## src/rtl/mux_rr_n_pkg.sv

```systemverilog
// rtl/mux_rr_n_pkg.sv - shared constants and helpers for the mux_rr_n streaming selector
// Optional beat counter is enabled by defining MUX_CNT_EN.
package mux_rr_n_pkg;

   localparam logic MODE_FIXED = 1'b0;
   localparam logic MODE_RR    = 1'b1;

   localparam int DEF_DATA_W = 8;
   localparam int DEF_CH_NUM = 4;
   localparam int DEF_SEL_W  = 2;
   localparam int CNT_W      = 16;

endpackage

```

## src/rtl/mux_rr_n_rr_arbiter.sv

```systemverilog
// rtl/mux_rr_n_rr_arbiter.sv - rotating-priority arbiter, search starts at ptr and wraps
module rr_arbiter
   import mux_rr_n_pkg::*;
#(
   parameter int CH_NUM = DEF_CH_NUM,
   parameter int SEL_W  = DEF_SEL_W
) (
   input  logic [CH_NUM-1:0] req,
   input  logic [SEL_W-1:0]  ptr,
   output logic [CH_NUM-1:0] grant,
   output logic [SEL_W-1:0]  grant_idx,
   output logic              any_grant
);

   int c;

   always_comb begin
      grant     = '0;
      grant_idx = '0;
      any_grant = 1'b0;
      c         = 0;
      for (int off = 0; off < CH_NUM; off++) begin
         c = int'(ptr) + off;
         if (c >= CH_NUM) c = c - CH_NUM;
         if (!any_grant && req[c]) begin
            any_grant = 1'b1;
            grant_idx = SEL_W'(c);
            grant[c]  = 1'b1;
         end
      end
   end

endmodule

```

## src/rtl/mux_rr_n.sv

```systemverilog
// rtl/mux_rr_n.sv - N-channel registered stream mux, fixed-select or round-robin
// Define MUX_CNT_EN to add the saturating beat_cnt output.
module mux_rr_n
   import mux_rr_n_pkg::*;
#(
   parameter int DATA_W = DEF_DATA_W,
   parameter int CH_NUM = DEF_CH_NUM,
   parameter int SEL_W  = DEF_SEL_W
) (
   input  logic                     clk,
   input  logic                     rst_n,
   input  logic                     mode,
   input  logic [SEL_W-1:0]         sel,
   input  logic [CH_NUM*DATA_W-1:0] in_data,
   input  logic [CH_NUM-1:0]        in_valid,
   output logic [CH_NUM-1:0]        in_ready,
   output logic [DATA_W-1:0]        out_data,
   output logic                     out_valid,
   input  logic                     out_ready,
   output logic [SEL_W-1:0]         out_ch
`ifdef MUX_CNT_EN
   ,
   output logic [CNT_W-1:0]         beat_cnt
`endif
);

   logic              load_en;
   logic [SEL_W-1:0]  rr_ptr;
   logic [CH_NUM-1:0] rr_grant;
   logic [SEL_W-1:0]  rr_idx;
   logic              rr_any;
   logic [CH_NUM-1:0] fix_grant;
   logic              fix_any;
   logic [CH_NUM-1:0] grant;
   logic [SEL_W-1:0]  g_idx;
   logic              g_any;
   logic [DATA_W-1:0] g_data;

   assign load_en = ~out_valid | out_ready;

   rr_arbiter #(
      .CH_NUM (CH_NUM),
      .SEL_W  (SEL_W)
   ) u_arb (
      .req       (in_valid),
      .ptr       (rr_ptr),
      .grant     (rr_grant),
      .grant_idx (rr_idx),
      .any_grant (rr_any)
   );

   // Compare against each legal index so an out-of-range sel simply matches nothing.
   always_comb begin
      fix_grant = '0;
      fix_any   = 1'b0;
      for (int i = 0; i < CH_NUM; i++) begin
         if (SEL_W'(i) == sel && in_valid[i]) begin
            fix_grant[i] = 1'b1;
            fix_any      = 1'b1;
         end
      end
   end

   assign grant = (mode == MODE_RR) ? rr_grant : fix_grant;
   assign g_any = (mode == MODE_RR) ? rr_any   : fix_any;
   assign g_idx = (mode == MODE_RR) ? rr_idx   : sel;

   always_comb begin
      g_data = '0;
      for (int i = 0; i < CH_NUM; i++) begin
         if (grant[i]) g_data = in_data[i*DATA_W +: DATA_W];
      end
   end

   assign in_ready = grant & {CH_NUM{load_en & rst_n}};

   always_ff @(posedge clk or negedge rst_n) begin
      if (!rst_n) begin
         out_valid <= 1'b0;
         out_data  <= '0;
         out_ch    <= '0;
         rr_ptr    <= '0;
      end else if (load_en) begin
         if (g_any) begin
            out_data  <= g_data;
            out_ch    <= g_idx;
            out_valid <= 1'b1;
            if (mode == MODE_RR)
               rr_ptr <= (rr_idx == SEL_W'(CH_NUM-1)) ? '0 : rr_idx + 1'b1;
         end else begin
            out_valid <= 1'b0;
         end
      end
   end

`ifdef MUX_CNT_EN
   logic [CNT_W-1:0] cnt_q;

   always_ff @(posedge clk or negedge rst_n) begin
      if (!rst_n)
         cnt_q <= '0;
      else if (out_valid && out_ready && cnt_q != '1)
         cnt_q <= cnt_q + 1'b1;
   end

   assign beat_cnt = cnt_q;
`endif

endmodule
```

## config.mk

```make
export PLATFORM = sky130hd
export DESIGN_NAME = mux_rr_n
export DESIGN_NICKNAME = d
export VERILOG_FILES = /design/src/rtl/mux_rr_n_pkg.sv /design/src/rtl/mux_rr_n_rr_arbiter.sv /design/src/rtl/mux_rr_n.sv
export SDC_FILE = /design/constraint.sdc
export NUM_CORES = 1
export LEC_CHECK = 0
export CORE_UTILIZATION = 47
export DETAILED_ROUTE_END_ITERATION = 8
export PLACE_DENSITY = 0.84
export SYNTH_ARGS = -nofsm -noshare
export SYNTH_HDL_FRONTEND = slang
export SYNTH_SLANG_ARGS = --single-unit
```

## constraint.sdc

```tcl
create_clock -name clk -period 5.1 [get_ports clk]
set_input_delay 0.765 -clock clk [delete_from_list [all_inputs] [get_ports clk]]
set_output_delay 0.765 -clock clk [all_outputs]
set_load 0.1 [all_outputs]
```

## Word level (Yosys, flattened, before mapping)

Index checks and enable logic that the tools add are counted.

| storage, ports and cells | value |
|---|---|
| word-level logic and storage cells | 104 |
| input port bits | 42 |
| output and inout port bits | 15 |
| flip-flop bits (word level) | 13 |

| operators by class | value |
|---|---|
| bitwise logic cells | 7 |
| equal/unequal tests | 4 |
| add/subtract/negate cells | 8 |
| magnitude comparators | 12 |
| reductions and logical operators | 17 |
| multiplexer cells | 52 |

Operators by type and width:

| cell | number |
|---|---|
| $ge 32x1->1 const B | 4 |
| $lt 32x4->1 const B | 4 |
| $mux 32 | 4 |
| $ge 32x4->1 const B | 3 |
| $sub 32x4->32 const B | 3 |
| $mux 8 | 4 |
| $mux 1 | 25 |
| $mux 4 | 5 |
| $mux 2 | 6 |
| $or 4x4->4 | 3 |
| $logic_and 1x1->1 | 11 |
| $bmux 1 s2 | 4 |
| $demux 1 s2 | 4 |
| $add 2x2->3 const B | 2 |
| $and 4x4->4 | 1 |
| $eq 2x2->1 const A | 2 |
| $sub 2x3->4 const B | 1 |
| $add 2x1->3 const B | 1 |
| $ge 2x3->1 const B | 1 |
| $logic_not 1->1 | 3 |
| $reduce_and 3->1 | 1 |
| $add 2x1->2 const B | 1 |
| $eq 1x2->1 const A | 1 |
| $eq 2x2->1 const B | 1 |
| 5 further kinds | 5 |

## Depth between registers and ports, before layout

Gate-level depths: netlist of run 1.

| depth | value |
|---|---|
| depth after elaboration | 20 |
| gate-level depth with buffers | 11 |

## Cells and area by module

A second synthesis of run 1 with hierarchy kept.

| second synthesis, totals | value |
|---|---|
| cell total of the unflattened synthesis | 136 |
| area, all modules | 1397.6 µm² |

Modules (own cells, without submodules):

| module | seq. area each (µm²) | instances | cells an instance | area each (µm²) |
|---|---|---|---|---|
| mux_rr_n | 325.3 | 1 | 88 | 937.1 |
| rr_arbiter | 0.0 | 1 | 48 | 460.4 |

## Worst setup path after synthesis of run 1

OpenSTA, ideal clock, no wires.

| timing path | value |
|---|---|
| kind | reg-to-output |
| from | reg (tool-made name) |
| to | out in_ready[0] |
| stages on the path, launching flop included | 9 |
| arrival | 3698 ps |
| path buffers | 1 |
| path slack | 637 ps |
| required time | 4335 ps |
| path through | dfrtp_1 > buf_2 > inv_1 > ha_1 > mux4_2 > nor4b_4 > nand2_1 > a31oi_2 > nor2b_1 |

RTL lines:

| element | RTL line | RTL |
|---|---|---|
| to (decl) | mux_rr_n.sv:16 | `output logic [CH_NUM-1:0] in_ready,` |

==> key figures, run 1 <==
Logic synthesis
  • Largest area contributor in the netlist: dfrtp_1
  • Main flop type after synthesis: dfrtp_1
  • Yosys cell types: 41
  • Synth top area cells: dfrtp_1 (23%), o211ai_1 (8.5%), mux4_2 (6.3%), ha_1 (6.2%), nand2_1 (5.3%)
  • Number of synthesized flops with an enable pin: 0
  • Mapped Cells: 164
  • Syn Area/Cell: 8.659 um2
  • YS warnings: 0
  • Sequential share of the synthesized area: 22.91%
  • Asr flop ratio synth: between 90% and 100%
  • Synthesized net count: 213
  • Post-Synthesis Cell Area: 1420 um2
  • #FFs+latches synth: 13
  • Share of the synthesized area in the top cell type: 22.91%

Global route
  • Largest net degree at the start of global routing: 27
  • Met1 GRT Util: 34.58%
  • First-pass GRT wire length: 6817 um
  • M3 GR Usage: 6.122%
  • GR Overflow Total: 0
  • GRT Total Usage: 26.79%
  • Initial antenna violation count: 0
  • Layer with the highest usage: met2
  • Vias in the first global route: 1503
  • Grt met2 use: 46.72%

Cells and area
  • Final nets: 265
  • Layout area overhead: 39.56%
  • Ant. Diodes: 0
  • Most frequent cells in the layout: clkdlybuf4s50_1 (52), nand2_1 (20), o211ai_1 (16)
  • Fillcell total: about 230
  • Most common cell after layout, fill and taps aside: clkdlybuf4s50_1
  • Share of cells above drive strength 1: 9.302%

Setup path
  • Worst endpoint data arrival time: 3700 ps
  • Kind of critical path: flip-flop to primary output
  • CP required: between 4000 and 5000 ps
  • CP max FO: 12
  • CP endpoint kind: primary output
  • Crit start category: flip-flop

Floorplan
  • Rows: 19
  • Initial core utilization: 50.62%
  • Die Wd: 56.97 um
  • # IOs: 57
  • DIE HEIGHT: about 57 um
  • Core Region: 2805 um2
  • Die footprint: 3246 um2

Drt
  • Vias per cell: 6.163
  • Average wire per standard cell: 17.26 um
  • Routed WL: 4246 um
  • DRC: 6
  • Detail Route Antenna Nets: 0
  • DRT Pass-1 Iters: 7
  • 1st-iter DRT viols: 68
  • Vias: roughly 1500

Clocking
  • Clock-pin slew on the worst setup and hold paths: 90 ps
  • CTS Buffer Depth: 2
  • Post-cts resize count: 0
  • CTS buffer count: 3
  • Setup Buffers After CTS: 0
  • CTS tree: done
  • # clock sinks: 13
  • Hold_buf cts: 0
  • # H-tree levels: 1
  • Clk_lat worst skew: 290 ps
  • Root Buffer: clkbuf_4

Pwr
  • Maximum VDD drop: 0.4490 mV
  • PwrDens: 604.8 nW/um2
  • Leakage: 0.7960 nW

STA
  • Final Setup Violations: 0
  • PnR worst setup slack: between 600 and 700 ps
  • Hold Violations, Final: 0
  • Total negative setup slack: 0 ps
  • FMAX: 224.1 MHz
  • Max-slew violations: 0
  • Worst Tran Pin Value: between 900 and 1000 ps
  • Clk_skew: roughly 1.5 ps
  • Tmin final: 4462 ps
  • RSZ-0062 raised after global routing: no
  • Max transition margin: roughly a third
  • Final worst-path cycle share: 87.49%

Place
  • Dpl ws: 891.6 ps
  • DP Wirelength: 3181 um
  • Port Buffers: 56
  • GPL Wtd Cong: just over 0.8

Run status
  • Status: finished, violations left
  • Failing checks: DRC

Worst hold path
  • Worst hold path class: flip-flop to flip-flop

Run
  • Max Cap Viol: 0
state kept, by name, summed over array words and instances (netlist names), named ones only:
signal     flops
out_ch         2
out_data       8
out_valid      1
rr_ptr         1
metrics by stage:
| step | utilization, % | hold slack, ps | area (um2) | instances | power, mW |
|---|---|---|---|---|---|
| 2_1_floorplan | - | 469.4 | 1420 | 164 | 0.9290 |
| 3_3_place_gp | 69.67 | 475.5 | 1954 | 242 | 1.110 |
| 3_5_place_dp | 69.67 | 479.1 | 1954 | 242 | 1.122 |
| 4_1_cts | 70.65 | 505.4 | 1982 | 246 | 1.196 |
| 5_1_grt | 70.65 | 513.3 | 1982 | 246 | 1.265 |
| 6_report | 70.65 | 496.5 | 1982 | 246 | 1.199 |
cell families (layout without fill, tap and decap cells):
group | count (synthesis) | after routing | share of synthesized area [%]
simple gates | 59 | 59 | 22.03
xor+xnor | 2 | 2 | 1.234
compound gates | 57 | 57 | 30.31
buf+inv | 15 | 66 | 5.726
mux | 11 | 11 | 11.63
fa+ha+maj | 7 | 7 | 6.167
flops | 13 | 13 | 22.91
cell usage after synthesis (2+ instances only):
cell / number
nand2_1: 20
o211ai_1: 16
a21oi_1: 13
dfrtp_1: 13
nand2b_1: 10
nor2_1: 10
a311oi_1: 8
nand3_1: 8
ha_1: 7
a21o_1: 5
inv_1: 5
clkbuf_1: 4
mux4_2: 4
buf_6: 3
mux2i_1: 3
nor2b_1: 3
a211o_1: 2
a221oi_1: 2
buf_2: 2
mux2_1: 2
mux2_2: 2
o21a_1: 2
xnor2_1: 2
metal layers:
metal,routed length [um],vias up
met1,1846,739
li1,-,725
met2,2135,50
met3,253,2
met5,0,-
met4,11,0
power by group:
group,switching (mW),total (mW),internal (mW)
combinational,0.623,0.928,0.305
sequential,0.0523,0.202,0.150
clock,0.0391,0.0682,0.0292
total,0.714,1.20,0.484
final timing paths:
kind / start / end / slack, ps / depth (start not counted)
worst max-delay path: flip-flop / in_ready[0] / 640 / 8
worst min-delay path: out_ch[1] / out_ch[1] / 500 / 1
worst max register to register: flip-flop / out_ch[0] / 1590 / 7
worst min register to register: out_ch[1] / out_ch[1] / 500 / 1
max in group asynchronous: rst_n / out_valid / 3780 / 1
min in group asynchronous: rst_n / out_data[5] / 890 / 1
critical path: stages (launching register included):
cell     delay (ps)
dfrtp_1         670
inv_1           300
ha_1            490
mux4_2          450
nor4b_4         390
nand2_1         120
a31oi_2         460
nor2b_1         210
buf_4           300
final cells by class:
type	count	area, um2	share of cell area [%]
multi-input combinational	136	1013	51.14
tap	31	38.79	1.957
sequential	13	325.3	16.41
clock buffer	3	22.52	1.136
timing repair buffer	57	558.0	28.16
clock inverter	1	5.005	0.2525
inverter	5	18.77	0.9470
No activity file was read; power rests on OpenSTA's default activity.
==> inputs of run 2 (changes only) <==
Settings changed: ABC_AREA from default to 1, CORE_UTILIZATION 47 to 50, GPL_TIMING_DRIVEN from default to 0.
==> run 2 against run 1 <==
Against the previous run: the flow now finishes without violations; die area up 14%; clock skew up 3.3 ps; worst hold slack worse by 8.4 ps; clock power down 13%; register-to-register slack better by 950 ps; via count up 20%; flip-flop and latch count unchanged; critical path type unchanged; largest power group unchanged.
==> key figures, run 2 <==
Floorplan
  • DIE HEIGHT: 60.79 um (was 56.97 um)
  • Die footprint: 3695 um2 (was 3246 um2)
  • Initial core utilization: 54.80% (was 50.62%)
  • # IOs: 57 (unchanged)
  • Die Wd: 60.79 um (was 56.97 um)
  • Core Region: 3153 um2 (was 2805 um2)
  • Rows: 20 (was 19)

STA
  • Total negative setup slack: 0 ps (unchanged)
  • Final worst-path cycle share: 86.92% (was 87.49%)
  • Worst Tran Pin Value: 982.3 ps (was 973.3 ps)
  • Clk_skew: 4.795 ps (was 1.539 ps)
  • FMAX: 225.6 MHz (was 224.1 MHz)
  • Hold Violations, Final: 0 (unchanged)
  • Max transition margin: 34.31% (was 34.91%)
  • Final Setup Violations: 0 (unchanged)
  • Max-slew violations: 0 (unchanged)
  • Tmin final: 4433 ps (was 4462 ps)
  • PnR worst setup slack: 666.9 ps (was 637.9 ps)
  • Hold Slack: 488.1 ps (was 496.5 ps)
  • RSZ-0062 raised after global routing: no (unchanged)

Clocking
  • Clk_lat worst skew: 270 ps (was 290 ps)
  • Post-cts resize count: 0 (unchanged)
  • CTS buffer count: 3 (unchanged)
  • Hold_buf cts: 0 (unchanged)
  • CTS tree: done (unchanged)
  • Root Buffer: clkbuf_4 (unchanged)
  • Setup Buffers After CTS: 0 (unchanged)
  • # clock sinks: 13 (unchanged)
  • CTS Buffer Depth: 2 (unchanged)
  • Clock-pin slew on the worst setup and hold paths: 70 ps (was 90 ps)
  • # H-tree levels: 1 (unchanged)

Pwr
  • Maximum VDD drop: 0.4865 mV (was 0.4490 mV)
  • PwrDens: 633.3 nW/um2 (was 604.8 nW/um2)
  • Total power: 1.494 mW (was 1.199 mW)
  • Leakage: 1.269 nW (was 0.7960 nW)

Setup path
  • CP max-delay cell: clkdlybuf4s50_1 (was dfrtp_1)
  • CP top delay family: buffers and inverters (was simple AND/OR/NAND/NOR gates)
  • Crit path cell chain: inv_2, ha_1, inv_1, nand3_2, nand2_4, nand2_4, nor2_4, a21oi_2, nand2_2, nand2_4, buf_12, nor2_1, clkdlybuf4s50_1 (was inv_1, ha_1, mux4_2, nor4b_4, nand2_1, a31oi_2, nor2b_1, buf_4)
  • CP max FO: 10 (was 12)
  • R2R Path Start: rr_ptr[1]
  • Kind of critical path: flip-flop to primary output (unchanged)
  • Crit path top cell by count: nand2_4
  • R2R depth: 14 (was 7)
  • Max incr delay on CP: 1150 ps (was 670 ps)
  • Worst path buffer plus inverter count: 4 (was 2)
  • CP endpoint kind: primary output (unchanged)
  • Reg2Reg Capture Point: out_data[5] (was out_ch[0])
  • CP required: 4340 ps (about the same)
  • Crit start category: flip-flop (unchanged)
  • Setup crit start: rr_ptr[1]
  • Worst endpoint data arrival time: 3670 ps (was 3700 ps)
  • Reg-to-reg slack, setup: 2540 ps (was 1590 ps)

Cells and area
  • Max reg flops: 8 (unchanged)
  • Final Util: 74.84% (was 70.65%)
  • Final Cell Area: 2360 um2 (was 1982 um2)
  • Biggest regs: out_data x8, out_ch x2 (unchanged)
  • Layout area overhead: 36.57% (was 39.56%)
  • Largest Register: out_data (unchanged)
  • Share of cells above drive strength 1: 17.42% (was 9.302%)
  • Final nets: 383 (was 265)
  • Non-Filler Instances: 377 (was 246)
  • Ant. Diodes: 0 (unchanged)
  • Most common cell after layout, fill and taps aside: nand2_1 (was clkdlybuf4s50_1)
  • Most frequent cells in the layout: nand2_1 (93), clkdlybuf4s50_1 (55), inv_1 (38) (was clkdlybuf4s50_1 (52), nand2_1 (20), o211ai_1 (16))

Logic synthesis
  • Area fraction in compound gates after synthesis: 8.255% (was 30.31%)
  • Top-count cell post-synth: nand2_1 (unchanged)
  • Sequential share of the synthesized area: 18.83% (was 22.91%)
  • YS warnings: 0 (unchanged)
  • Mapped Cells: 274 (was 164)
  • Asr flop ratio synth: 100.0% (unchanged)
  • Synth top area cells: nand2_1 (20%), dfrtp_1 (19%), nand3_1 (9.0%), inv_1 (8.3%), nand2_2 (5.8%) (was dfrtp_1 (23%), o211ai_1 (8.5%), mux4_2 (6.3%), ha_1 (6.2%), nand2_1 (5.3%))
  • #FFs+latches synth: 13 (unchanged)
  • Post-Synthesis Cell Area: 1728 um2 (was 1420 um2)
  • Fraction of the mapped netlist area in adder cells: 5.069% (was 6.167%)
  • Share of the synthesized area in the top cell type: 20.20% (was 22.91%)
  • Largest family of logic cells by synthesized area: simple AND/OR/NAND/NOR gates (was compound AO/OA/AOI/OAI gates)
  • Number of synthesized flops with an enable pin: 0 (unchanged)
  • XOR/XNOR Fraction of Synth Area: 0% (was 1.233%)
  • Mux contribution to synthesized area: 0% (was 11.63%)
  • Main flop type after synthesis: dfrtp_1 (unchanged)
  • Yosys cell types: 30 (was 41)
  • Syn Area/Cell: 6.306 um2 (was 8.659 um2)
  • Synthesized net count: 323 (was 213)
  • Synthesized-area fraction occupied by and/or/nand/nor cells: 53.73% (was 22.03%)
  • Commonest cells post-synth: nand2_1 (93), inv_1 (38), nand3_1 (31) (was nand2_1 (20), o211ai_1 (16), a21oi_1 (13), dfrtp_1 (13))
  • Largest area contributor in the netlist: nand2_1 (was dfrtp_1)

Place
  • Port Buffers: 55 (was 56)
  • DP Wirelength: 3583 um (was 3181 um)
  • Post-DP Area: 2333 um2 (was 1954 um2)
  • Dpl ws: 806.9 ps (was 891.6 ps)
  • GPL Wtd Cong: 0.8535 (was 0.8229)
  • Dpl cells: 373 (was 242)

Drt
  • DRT Pass-1 Iters: 4 (was 7)
  • Detail Route Antenna Nets: 0 (unchanged)
  • Average wire per standard cell: 11.65 um (was 17.26 um)
  • Vias: 1818 (was 1516)
  • DRC: 0 (was 6)
  • Vias per cell: 4.822 (was 6.163)
  • 1st-iter DRT viols: 167 (was 68)
  • Routed WL: 4392 um (was 4246 um)

Global route
  • First-pass GRT wire length: 7134 um (was 6817 um)
  • GRT Total Usage: 25.49% (was 26.79%)
  • Vias in the first global route: 1640 (was 1503)
  • GR Overflow Total: 0 (unchanged)
  • Initial antenna violation count: 0 (unchanged)
  • Largest net degree at the start of global routing: 15 (was 27)

Worst hold path
  • Worst Hold End: out_data[0] (was out_ch[1])
  • Hold Crit Depth: 2 (was 1)
  • Hold Path Origin: out_data[0] (was out_ch[1])
  • Worst hold path class: flip-flop to flip-flop (unchanged)

Run status
  • Status: finished, final reports clean (was finished, violations left)

Run
  • Max Cap Viol: 0 (unchanged)
-- run 2: tightest hold or removal path: stages, from the launching register on --
cell	delay, ps
dfrtp_1	340
nand2_1	50
nand2_1	60
-- run 2: how the worst max path moves through the flow --
stage | slack, ps | cells past startpoint | to
2_1_floorplan | 1270 | 13 | in_ready[3]
3_3_place_gp | 800 | 14 | in_ready[3]
3_5_place_dp | 810 | 14 | in_ready[3]
4_1_cts | 680 | 13 | in_ready[3]
5_1_grt | 500 | 11 | in_ready[1]
6_report | 670 | 13 | in_ready[3]
-- run 2: cells by family (layout without fill, tap and decap cells) --
kind of cell / count (synthesis) / in the layout
adder cells (fa/ha/maj): 7 / 7
AND/OR/NAND/NOR: 176 / 176
flip-flops: 13 / 13
AO/OA/AOI/OAI: 24 / 24
buffers and inverters: 54 / 113
-- run 2: area by class of cell --
type	count	area [um2]
multi-input cells	207	1159
fillers	266	793.3
repair buffers	55	550.5
flip-flops and latches	13	325.3
inverters	50	197.7
well taps	44	55.05
plain buffers	4	46.29
clock buffers	4	26.28
-- run 2: metal layers --
layer	part of all wire (%)	track usage (%)	vias up
met5	0	0	-
met4	1.1	7.143	0
met3	6.1	2.345	6
met2	45	39.72	65
met1	48	37.57	778
li1	-	-	969
-- run 2: power by group --
part	switching [mW]	leakage, nW	internal, mW
clock	0.0290	0.0150	0.0303
combinational	0.881	1.10	0.363
sequential	0.0391	0.155	0.151
total	0.949	1.27	0.545
